==> config.mk <==
export PLATFORM = sky130hd
export DESIGN_NAME = wb_serial_tx_flat
export DESIGN_NICKNAME = d
export VERILOG_FILES = /design/src/rtl/wb_serial_tx_pkg.sv /design/src/rtl/wb_serial_tx_if.sv /design/src/rtl/wb_serial_tx_bit_timer.sv /design/src/rtl/wb_serial_tx.sv /design/src/flat_wrapper.sv
export SDC_FILE = /design/constraint.sdc
export NUM_CORES = 1
export LEC_CHECK = 0
export CAP_MARGIN = 5
export CELL_PAD_IN_SITES_DETAIL_PLACEMENT = 0
export CELL_PAD_IN_SITES_GLOBAL_PLACEMENT = 1
export CORE_ASPECT_RATIO = 1.2
export CORE_MARGIN = 5
export CORE_UTILIZATION = 41
export CTS_BUF_LIST = sky130_fd_sc_hd__clkbuf_8
export DETAILED_ROUTE_END_ITERATION = 7
export GPL_TIMING_DRIVEN = 0
export PLACE_DENSITY_LB_ADDON = 0.1
export SETUP_SLACK_MARGIN = 0.1
export SYNTH_ARGS = -nofsm -noshare
export SYNTH_HDL_FRONTEND = slang
export SYNTH_SLANG_ARGS = --single-unit
==> constraint.sdc <==
create_clock -name CLK_I -period 3.6 [get_ports CLK_I]
set_input_delay 0.72 -clock CLK_I [delete_from_list [all_inputs] [get_ports CLK_I]]
set_output_delay 0.72 -clock CLK_I [all_outputs]
set_load 0.02 [all_outputs]
==> src/rtl/wb_serial_tx_pkg.sv <==
// Shared constants and types for the Wishbone serial transmitter.
// Register offsets, FSM state encoding and the default frame width.
package wb_serial_pkg;

    localparam int WB_W        = 32;
    localparam int DIV_W       = 16;
    localparam int FRAME_W_DEF = 10;

    localparam logic [1:0] REG_TXDATA = 2'd0;
    localparam logic [1:0] REG_DIV    = 2'd1;
    localparam logic [1:0] REG_STATUS = 2'd2;
    localparam logic [1:0] REG_NONE   = 2'd3;

    typedef enum logic [1:0] {
        ST_IDLE  = 2'd0,
        ST_MARK  = 2'd1,
        ST_SHIFT = 2'd2
    } tx_state_e;

    function automatic logic [WB_W-1:0] status_word(
        input logic busy,
        input logic pend
    );
        return {{(WB_W-2){1'b0}}, pend, busy};
    endfunction

endpackage

==> src/rtl/wb_serial_tx_if.sv <==
// Wishbone classic bus bundle between a master and the serial transmitter.
// Signal names keep the slave-side Wishbone naming.
interface wb_serial_if;
    import wb_serial_pkg::*;

    logic            CYC_I;
    logic            STB_I;
    logic            WE_I;
    logic [WB_W-1:0] ADR_I;
    logic [WB_W-1:0] DAT_I;
    logic [WB_W-1:0] DAT_O;
    logic            ACK_O;

    modport slave (
        input  CYC_I,
        input  STB_I,
        input  WE_I,
        input  ADR_I,
        input  DAT_I,
        output DAT_O,
        output ACK_O
    );

    modport master (
        output CYC_I,
        output STB_I,
        output WE_I,
        output ADR_I,
        output DAT_I,
        input  DAT_O,
        input  ACK_O
    );

endinterface

==> src/rtl/wb_serial_tx_bit_timer.sv <==
// Bit-period tick generator: one tick every i_div+1 enabled clocks.
// The period is latched at each restart or tick so a divider change never cuts a bit short.
module bit_timer #(
    parameter int W = 16
) (
    input  logic         i_clk,
    input  logic         i_rst,
    input  logic         i_restart,
    input  logic         i_en,
    input  logic [W-1:0] i_div,
    output logic         o_tick
);

    logic [W-1:0] r_cnt;
    logic [W-1:0] r_period;

    assign o_tick = i_en & (r_cnt == r_period);

    always_ff @(posedge i_clk) begin
        if (i_rst) begin
            r_cnt    <= '0;
            r_period <= '0;
        end else if (i_restart) begin
            r_cnt    <= '0;
            r_period <= i_div;
        end else if (i_en) begin
            if (o_tick) begin
                r_cnt    <= '0;
                r_period <= i_div;
            end else begin
                r_cnt <= r_cnt + 1'b1;
            end
        end
    end

endmodule

==> src/rtl/wb_serial_tx.sv <==
// Wishbone classic slave that frames a payload as a mark period followed by
// FRAME_W serial bits, LSB first; TXDATA writes stall while a frame is in flight.
module wb_serial_tx
    import wb_serial_pkg::*;
#(
    parameter int               FRAME_W = FRAME_W_DEF,
    parameter logic [DIV_W-1:0] DIV_RST = 16'd1
) (
    input  logic        CLK_I,
    input  logic        RST_I,
    wb_serial_if.slave  wb,
    output logic        ena_o,
    output logic        data_o,
    output logic        busy_o
);

    localparam int BW = (FRAME_W > 1) ? $clog2(FRAME_W) : 1;

    tx_state_e          r_state;
    logic               r_ack;
    logic [WB_W-1:0]    r_dat;
    logic [FRAME_W-1:0] r_txdata;
    logic [FRAME_W-1:0] r_shift;
    logic [DIV_W-1:0]   r_div;
    logic [BW-1:0]      r_bit;
    logic               r_ena;
    logic               r_data;
    logic               r_busy;

    logic               w_req;
    logic [1:0]         w_sel;
    logic               w_wr;
    logic               w_wr_tx;
    logic               w_start;
    logic               w_stall;
    logic               w_ack_nxt;
    logic               w_div_wr;
    logic [DIV_W-1:0]   w_div_nxt;
    logic               w_tick;
    logic               w_last;
    logic [WB_W-1:0]    w_rdata;
    logic               w_unused;

    assign w_req     = wb.CYC_I & wb.STB_I & ~r_ack;
    assign w_sel     = wb.ADR_I[3:2];
    assign w_wr      = w_req & wb.WE_I;
    assign w_wr_tx   = w_wr & (w_sel == REG_TXDATA);
    assign w_start   = w_wr_tx & (r_state == ST_IDLE);
    assign w_stall   = w_wr_tx & (r_state != ST_IDLE);
    assign w_ack_nxt = w_req & ~w_stall;
    assign w_div_wr  = w_wr & (w_sel == REG_DIV);
    assign w_last    = (r_bit == BW'(FRAME_W - 1));

    // The timer latches the divider that will be in force after this edge.
    assign w_div_nxt = w_div_wr ? wb.DAT_I[DIV_W-1:0] : r_div;

    assign w_unused = ^{wb.ADR_I[WB_W-1:4], wb.ADR_I[1:0], wb.DAT_I[WB_W-1:DIV_W]};

    always_comb begin
        w_rdata = '0;
        unique case (w_sel)
            REG_TXDATA: w_rdata[FRAME_W-1:0] = r_txdata;
            REG_DIV:    w_rdata[DIV_W-1:0]   = r_div;
            REG_STATUS: w_rdata = status_word(r_busy, w_stall);
            default:    w_rdata = '0;
        endcase
    end

    bit_timer #(
        .W (DIV_W)
    ) u_timer (
        .i_clk     (CLK_I),
        .i_rst     (RST_I),
        .i_restart (w_start),
        .i_en      (r_busy),
        .i_div     (w_div_nxt),
        .o_tick    (w_tick)
    );

    always_ff @(posedge CLK_I) begin
        if (RST_I) begin
            r_state  <= ST_IDLE;
            r_ack    <= 1'b0;
            r_dat    <= '0;
            r_txdata <= '0;
            r_shift  <= '0;
            r_div    <= DIV_RST;
            r_bit    <= '0;
            r_ena    <= 1'b0;
            r_data   <= 1'b0;
            r_busy   <= 1'b0;
        end else begin
            r_ack <= w_ack_nxt;
            r_dat <= (w_ack_nxt & ~wb.WE_I) ? w_rdata : '0;
            if (w_div_wr) begin
                r_div <= wb.DAT_I[DIV_W-1:0];
            end
            unique case (r_state)
                ST_IDLE: begin
                    if (w_start) begin
                        r_txdata <= wb.DAT_I[FRAME_W-1:0];
                        r_bit    <= '0;
                        r_state  <= ST_MARK;
                        r_ena    <= 1'b1;
                        r_data   <= 1'b0;
                        r_busy   <= 1'b1;
                    end
                end
                ST_MARK: begin
                    if (w_tick) begin
                        r_state <= ST_SHIFT;
                        r_bit   <= '0;
                        r_ena   <= 1'b0;
                        r_data  <= r_txdata[0];
                        r_shift <= r_txdata >> 1;
                    end
                end
                ST_SHIFT: begin
                    if (w_tick) begin
                        if (w_last) begin
                            r_state <= ST_IDLE;
                            r_bit   <= '0;
                            r_data  <= 1'b0;
                            r_busy  <= 1'b0;
                        end else begin
                            r_bit   <= r_bit + 1'b1;
                            r_data  <= r_shift[0];
                            r_shift <= r_shift >> 1;
                        end
                    end
                end
                default: r_state <= ST_IDLE;
            endcase
        end
    end

    assign wb.ACK_O = r_ack;
    assign wb.DAT_O = r_dat;
    assign ena_o    = r_ena;
    assign data_o   = r_data;
    assign busy_o   = r_busy;

endmodule

==> src/flat_wrapper.sv <==
// flat-port wrapper written by rule: the top's interface ports become plain ports
module wb_serial_tx_flat import wb_serial_pkg::*;
#(
    parameter int               FRAME_W = FRAME_W_DEF,
    parameter logic [DIV_W-1:0] DIV_RST = 16'd1
)
  (CLK_I, RST_I, ena_o, data_o, busy_o, wb_CYC_I, wb_STB_I, wb_WE_I, wb_ADR_I, wb_DAT_I, wb_DAT_O, wb_ACK_O);
  wb_serial_if wb_i ();
  input  logic CLK_I;
  input  logic RST_I;
  output logic ena_o;
  output logic data_o;
  output logic busy_o;
  input wire logic [$bits(wb_i.CYC_I)-1:0] wb_CYC_I;
  input wire logic [$bits(wb_i.STB_I)-1:0] wb_STB_I;
  input wire logic [$bits(wb_i.WE_I)-1:0] wb_WE_I;
  input wire logic [$bits(wb_i.ADR_I)-1:0] wb_ADR_I;
  input wire logic [$bits(wb_i.DAT_I)-1:0] wb_DAT_I;
  output wire logic [$bits(wb_i.DAT_O)-1:0] wb_DAT_O;
  output wire logic [$bits(wb_i.ACK_O)-1:0] wb_ACK_O;
  assign wb_i.CYC_I = wb_CYC_I;
  assign wb_i.STB_I = wb_STB_I;
  assign wb_i.WE_I = wb_WE_I;
  assign wb_i.ADR_I = wb_ADR_I;
  assign wb_i.DAT_I = wb_DAT_I;
  assign wb_DAT_O = wb_i.DAT_O;
  assign wb_ACK_O = wb_i.ACK_O;
  wb_serial_tx #(.FRAME_W(FRAME_W), .DIV_RST(DIV_RST)) u_core (.CLK_I(CLK_I), .RST_I(RST_I), .wb(wb_i), .ena_o(ena_o), .data_o(data_o), .busy_o(busy_o));
endmodule
==> results of run 1 <==
-- registers in the layout (all words and copies together), names as in the netlist, 2 cells and up --
register / count
u_core.r_div: 16
u_core.u_timer.r_period: 16
u_core.r_shift: 9
u_core.wb.DAT_O: 16
u_core.r_txdata: 10
u_core.r_state: 2
u_core.u_timer.r_cnt: 16
u_core.r_bit: 4
-- tightest hold or removal path: stages, from the launching register on --
cell and delay, ns:
dfxtp_1 0.32, nand2_1 0.05, mux2i_1 0.06
-- routing by layer --
| metal | global-route usage, % | part of all wire (%) | routed length, um | up-vias |
|---|---|---|---|---|
| met3 | 3.256 | 2.6 | 255 | 16 |
| li1 | - | - | - | 1634 |
| met5 | 0 | 0 | 0 | - |
| met2 | 29.17 | 51 | 5011 | 38 |
| met4 | 5.736 | 1.7 | 162 | 0 |
| met1 | 21.04 | 45 | 4379 | 1526 |
-- stage by stage --
step                      instance area (um2)  instances
after CTS                                4952        633
final                                    4952        633
after floorplan                          4172        449
after global placement                   4750        617
after global routing                     4952        633
after detailed placement                 4750        617
-- cells in the mapped netlist (7+ instances only) --
master    instances  share of area, %
a21oi_1          16               1.9
dfxtp_1          93                45
nand2_1          42               3.8
o22a_1           16               3.4
nor2_1           42               3.8
ha_1              7               2.1
inv_1            10              0.91
xnor2_1           8               1.7
a31oi_1           9               1.4
a311oi_1          8               1.7
buf_4            19               3.5
clkbuf_1         12               1.1
xor2_1           22               4.7
and3_1           13               2.0
mux2i_1          37               9.0
-- layout make-up --
class | count | share of cell area [%]
sequential | 93 | 37.59
timing repair buffer | 42 | 8.489
clock buffer | 11 | 3.057
clock inverter | 5 | 1.036
multi-input combinational | 305 | 40.85
buffer | 41 | 5.028
inverter | 10 | 0.7580
tap | 126 | 3.183
-- logic make-up after synthesis --
kind of cell,count (synthesis)
AOI/OAI and AO/OA,74
xor gates and xnor gates,30
adders and majority gates,7
buffers and inverters,51
DFF,93
muxes,37
other,1
and+or+nand+nor,141
-- power breakdown --
group | switching (mW) | internal [mW] | total, mW | leakage (nW)
sequential | 0.0161 | 1.05 | 1.06 | 0.750
combinational | 0.207 | 0.128 | 0.335 | 1.17
clock | 0.354 | 0.355 | 0.708 | 0.112
-- final timing paths --
| check | from | to | slack (ns) | depth (start not counted) |
|---|---|---|---|---|
| worst max register to register | u_core.r_state[1] | u_core.r_shift[7] | 1.30 | 7 |
| worst max-delay path | wb_ADR_I[2] | u_core.u_timer.r_period[5] | 1.15 | 8 |
| worst min register to register | u_core.data_o | u_core.data_o | 0.47 | 2 |
| worst min-delay path | u_core.data_o | u_core.data_o | 0.47 | 2 |
==> impl_metrics.yaml, run 1 <==
setup_path:
  worstSetupStartpointType: "primary input"
  crit_family: "buffers and inverters"
  arrival_ns: 2.71
  slowest_stage: "clkdlybuf4s50_1"
  crit_top_cell: "buf_2"
  cp_num_buf_inv: 4
  critPathCaptureType: "register"
  crit_required_ns: 3.86
  path_class: "in2reg"
  crit_path_cell_trace: "clkdlybuf4s50_1, buf_2, and4b_1, buf_2, buf_4, mux2i_1, nor2_1, o22a_1"
  cp_max_fo: 10
  max_stage_delay_ns: 0.49
synthesis:
  synth.distinct_cells: 56
  synth_edf_count: 0
  synth_simple_gate_area_share_pct: 17.15
  syn_area_per_cell_um2: 9.482
  synth_sequential_area_ratio_pct: 45.24
  yosys_warnings: 0
  synthXorXnorAreaFrac_pct: 6.385
  synth-main-ff-cell: "dfxtp_1"
  syn_area_um2: 4115
  synthAdderAreaFrac_pct: 2.128
  synthMuxAreaShare_pct: 9.000
  synth_top_family_by_area: "simple AND/OR/NAND/NOR gates"
  synth_compound_area_share_pct: 13.04
  postSynth.asyncResetShare_pct: 0
  ys_ff_latch: 93
  synthCells: 434
clock_network:
  cts_tree: "done"
  root_buffer: "clkbuf_8"
  ctsHoldBuffers: 0
  htree_levels: 3
  worstSkewPairLatency_ns: 0.36
  clk_path_buf_depth: 2
  cts_resized: 0
  cts_setup_buffers: 0
  cts_inserted_buffers: 9
  cts_sinks: 93
  clk_pin_slew_worst_paths_ns: 0.09
route:
  drtAntennaViolNets: 0
  vias: 3214
  routedWlPerCell_um: 15.50
  drc: 0
  drt_iter0_drc: 160
  vias_per_cell: 5.077
  dr.pass1.iters: 4
  routed_wirelength_um: 9809
cells_and_area:
  fill_cells: 973
  area_growth_pct: 20.34
  utilization_pct: 49.97
  multi_input_area_um2: 2023
  layout_commonest_cell: "dfxtp_1"
  regArea_um2: 1862
  finalNetCount: 578
  final_cell_mix: "93 x dfxtp_1, 42 x nand2_1, 42 x nor2_1, 42 x clkdlybuf4s50_1, 37 x mux2i_1"
  n_antenna_cell: 0
  drive_gt1_share_pct: 9.862
placement:
  post-dp-hpwl_um: 7587
  place_ws_ns: 0.7571
  io_buffers: 42
  gp_congestion: 0.7968
grt:
  grtUsageTotal_pct: 17.00
  grt_pass1_vias: 3217
  grt_pass1_wl_um: 16280
  grt_overflow: 0
  antenna_found_initial: 0
  grt_max_degree: 15
floorplan:
  initial_core_util_pct: 41.53
  die_w_um: 101.5
  dieArea_um2: 12150
  rows: 40
  die_h_um: 119.7
  pin_count: 105
  core_um2: 9910
sta:
  period_share_pct: 68.14
  slew_headroom_pct: 46.96
  min_period_ns: 2.453
  finalSetupViolCount: 0
  finClkSkew_ns: 0.008834
  rsz0062_at_grt: "false"
  hold_viol: 0
  setup_tns_ns: 0
  max_clock_freq_mhz: 407.7
  slew_violations: 0
  hold_ws_ns: 0.4707
  tightest_slew_ns: 0.7883
  fin_ws_ns: 1.147
pwr:
  p_leak_nw: 2.028
  p_per_area_nw_per_um2: 425.4
  power_mw: 2.107
  ir_worst_vdd_v: 0.0001726
min_path:
  hp-class: "reg2reg"
job:
  drv_cap: 0
outcome:
  status: "completed"
Note: power is estimated with default switching activity, not from simulation.
==> inputs of run 2 (changes only) <==
--- a/config.mk
+++ b/config.mk
@@ -10,7 +10,7 @@
 export CELL_PAD_IN_SITES_GLOBAL_PLACEMENT = 1
 export CORE_ASPECT_RATIO = 1.2
 export CORE_MARGIN = 5
-export CORE_UTILIZATION = 41
+export CORE_UTILIZATION = 38
 export CTS_BUF_LIST = sky130_fd_sc_hd__clkbuf_8
 export DETAILED_ROUTE_END_ITERATION = 7
 export GPL_TIMING_DRIVEN = 0
==> constraint.sdc (replaced) <==
create_clock -name CLK_I -period 2.44 [get_ports CLK_I]
set_input_delay 0.488 -clock CLK_I [delete_from_list [all_inputs] [get_ports CLK_I]]
set_output_delay 0.488 -clock CLK_I [all_outputs]
set_load 0.02 [all_outputs]
==> run 2 against run 1 <==
Combinational power grew 49%. First-iteration DRC count grew 14%. Global-route usage is 0.77 points lower. Critical path depth shrank 1. Power is 54% higher. Largest power group unchanged.
==> impl_metrics.yaml, run 2 (same netlist as run 1, synthesis figures left out) <==
clock_network:
  root_buffer: "clkbuf_8"
  htree_levels: 3
  cts_sinks: 93
  cts_tree: "done"
  clk_path_buf_depth: 2
  worstSkewPairLatency_ns: 0.37
  ctsHoldBuffers: 0
  cts_inserted_buffers: 9
  clk_pin_slew_worst_paths_ns: 0.09
setup_path:
  slowest_stage: "clkbuf_1"
  crit_required_ns: 2.72
  cp_max_fo: 10
  worstSetupStartpointType: "register"
  crit_top_cell: "inv_1"
  r2r_slack_ns: 0.27
  critPathCaptureType: "register"
  crit_path_cell_trace: "inv_1, ha_1, inv_1, o21ai_2, clkbuf_1, a31oi_1, a311oi_1"
  path_class: "reg2reg"
  arrival_ns: 2.45
  max_stage_delay_ns: 0.44
sta:
  max_clock_freq_mhz: 460.6
  finalSetupViolCount: 0
  rsz0062_at_grt: "true"
  hold_ws_ns: 0.4694
  slew_violations: 0
  tightest_slew_ns: 0.7522
  setup_tns_ns: 0
  min_period_ns: 2.171
  hold_viol: 0
  period_share_pct: 88.98
  finClkSkew_ns: 0.009962
  slew_headroom_pct: 49.39
pwr:
  p_per_area_nw_per_um2: 648.8
  ir_worst_vdd_v: 0.0002939
  p_leak_nw: 2.033
route:
  top_layer: "met4"
  vias: 3220
  routed_wirelength_um: 10330
  drtAntennaViolNets: 0
  dr.pass1.iters: 4
  wl_met2_um: 5271
  routedWlPerCell_um: 16.25
  met3WireLength_um: 319
  drc: 0
  wl_met1_um: 4603
  drt_iter0_drc: 183
  vias_per_cell: 5.063
job:
  drv_cap: 0
floorplan:
  pin_count: 105
  die_w_um: 105.0
  die_h_um: 124.0
  initial_core_util_pct: 38.94
  rows: 41
  core_um2: 10570
  dieArea_um2: 13020
cells_and_area:
  fin_area_um2: 4990
  drive_gt1_share_pct: 10.45
  layout_commonest_cell: "dfxtp_1"
  utilization_pct: 47.22
  area_growth_pct: 21.25
  n_antenna_cell: 0
  final_cell_mix: "93 x dfxtp_1, 42 x nand2_1, 42 x nor2_1, 42 x clkdlybuf4s50_1, 37 x mux2i_1"
  finalNetCount: 578
grt:
  grt_pass1_wl_um: 16680
  antenna_found_initial: 0
  grt_overflow: 0
  grtUsageTotal_pct: 16.23
  grt_pass1_vias: 3266
  grt_max_degree: 17
placement:
  gp_congestion: 0.7878
  post-dp-hpwl_um: 7810
  post_dp_cell_area_um2: 4753
  io_buffers: 42
min_path:
  hp-class: "reg2reg"
outcome:
  status: "completed"
==> run 2: metrics by stage <==
| step | total power, mW | cells | setup slack, ns |
|---|---|---|---|
| global route | 3.393 | 636 | 0.07596 |
| detailed placement | 2.098 | 620 | -0.1803 |
| global placement | 2.094 | 620 | -0.2030 |
| floorplan | 1.946 | 449 | 0.6096 |
| CTS | 3.265 | 636 | 0.1037 |
| finish | 3.237 | 636 | 0.2690 |
==> run 2: final timing paths <==
kind                     startpoint                 to  cells past startpoint
setup / recovery  u_core.r_state[1]  u_core.r_shift[7]                      7
hold / removal        u_core.data_o      u_core.data_o                      2
setup reg to reg  u_core.r_state[1]  u_core.r_shift[7]                      7
hold reg to reg       u_core.data_o      u_core.data_o                      2
==> run 2: layout make-up <==
cell class,instances,area (um2)
fill,1040,5578
multi-input combinational,305,2032
sequential,93,1862
timing repair buffer,42,420.4
buffer,41,255.2
tap,129,161.4
clock buffer,9,123.9
clock inverter,7,97.59
inverter,10,37.54
==> run 2: critical path, delay by kind of cell (launching register included) <==
kind                       cells  cell delay, ns
AOI/OAI and AO/OA              3            0.80
adders and majority gates      1            0.26
buffers and inverters          3            0.65
DFF                            1            0.37
==> run 2: power by group <==
part	leakage (nW)	internal [mW]	switching, mW
sequential	0.750	1.55	0.0236
combinational	1.17	0.191	0.308
clock	0.112	0.585	0.584
total	2.03	2.32	0.915
==> run 2: timing repair <==
action	CTS	global route
endpoints found under the setup margin	0	32
setup buffers	0	0
resized for setup	0	4
==> run 2: routing by layer <==
layer | up-vias | track usage (%)
li1 | 1635 | -
met5 | - | 0
met4 | 0 | 6.155
met2 | 49 | 28.50
met1 | 1522 | 19.95
met3 | 14 | 2.748
==> inputs of run 3 (changes only) <==
--- a/config.mk
+++ b/config.mk
@@ -5,7 +5,6 @@
 export SDC_FILE = /design/constraint.sdc
 export NUM_CORES = 1
 export LEC_CHECK = 0
-export CAP_MARGIN = 5
 export CELL_PAD_IN_SITES_DETAIL_PLACEMENT = 0
 export CELL_PAD_IN_SITES_GLOBAL_PLACEMENT = 1
 export CORE_ASPECT_RATIO = 1.2
==> results of run 3 <==
No change in the layout: final DEF, timing and power equal those of run 2.
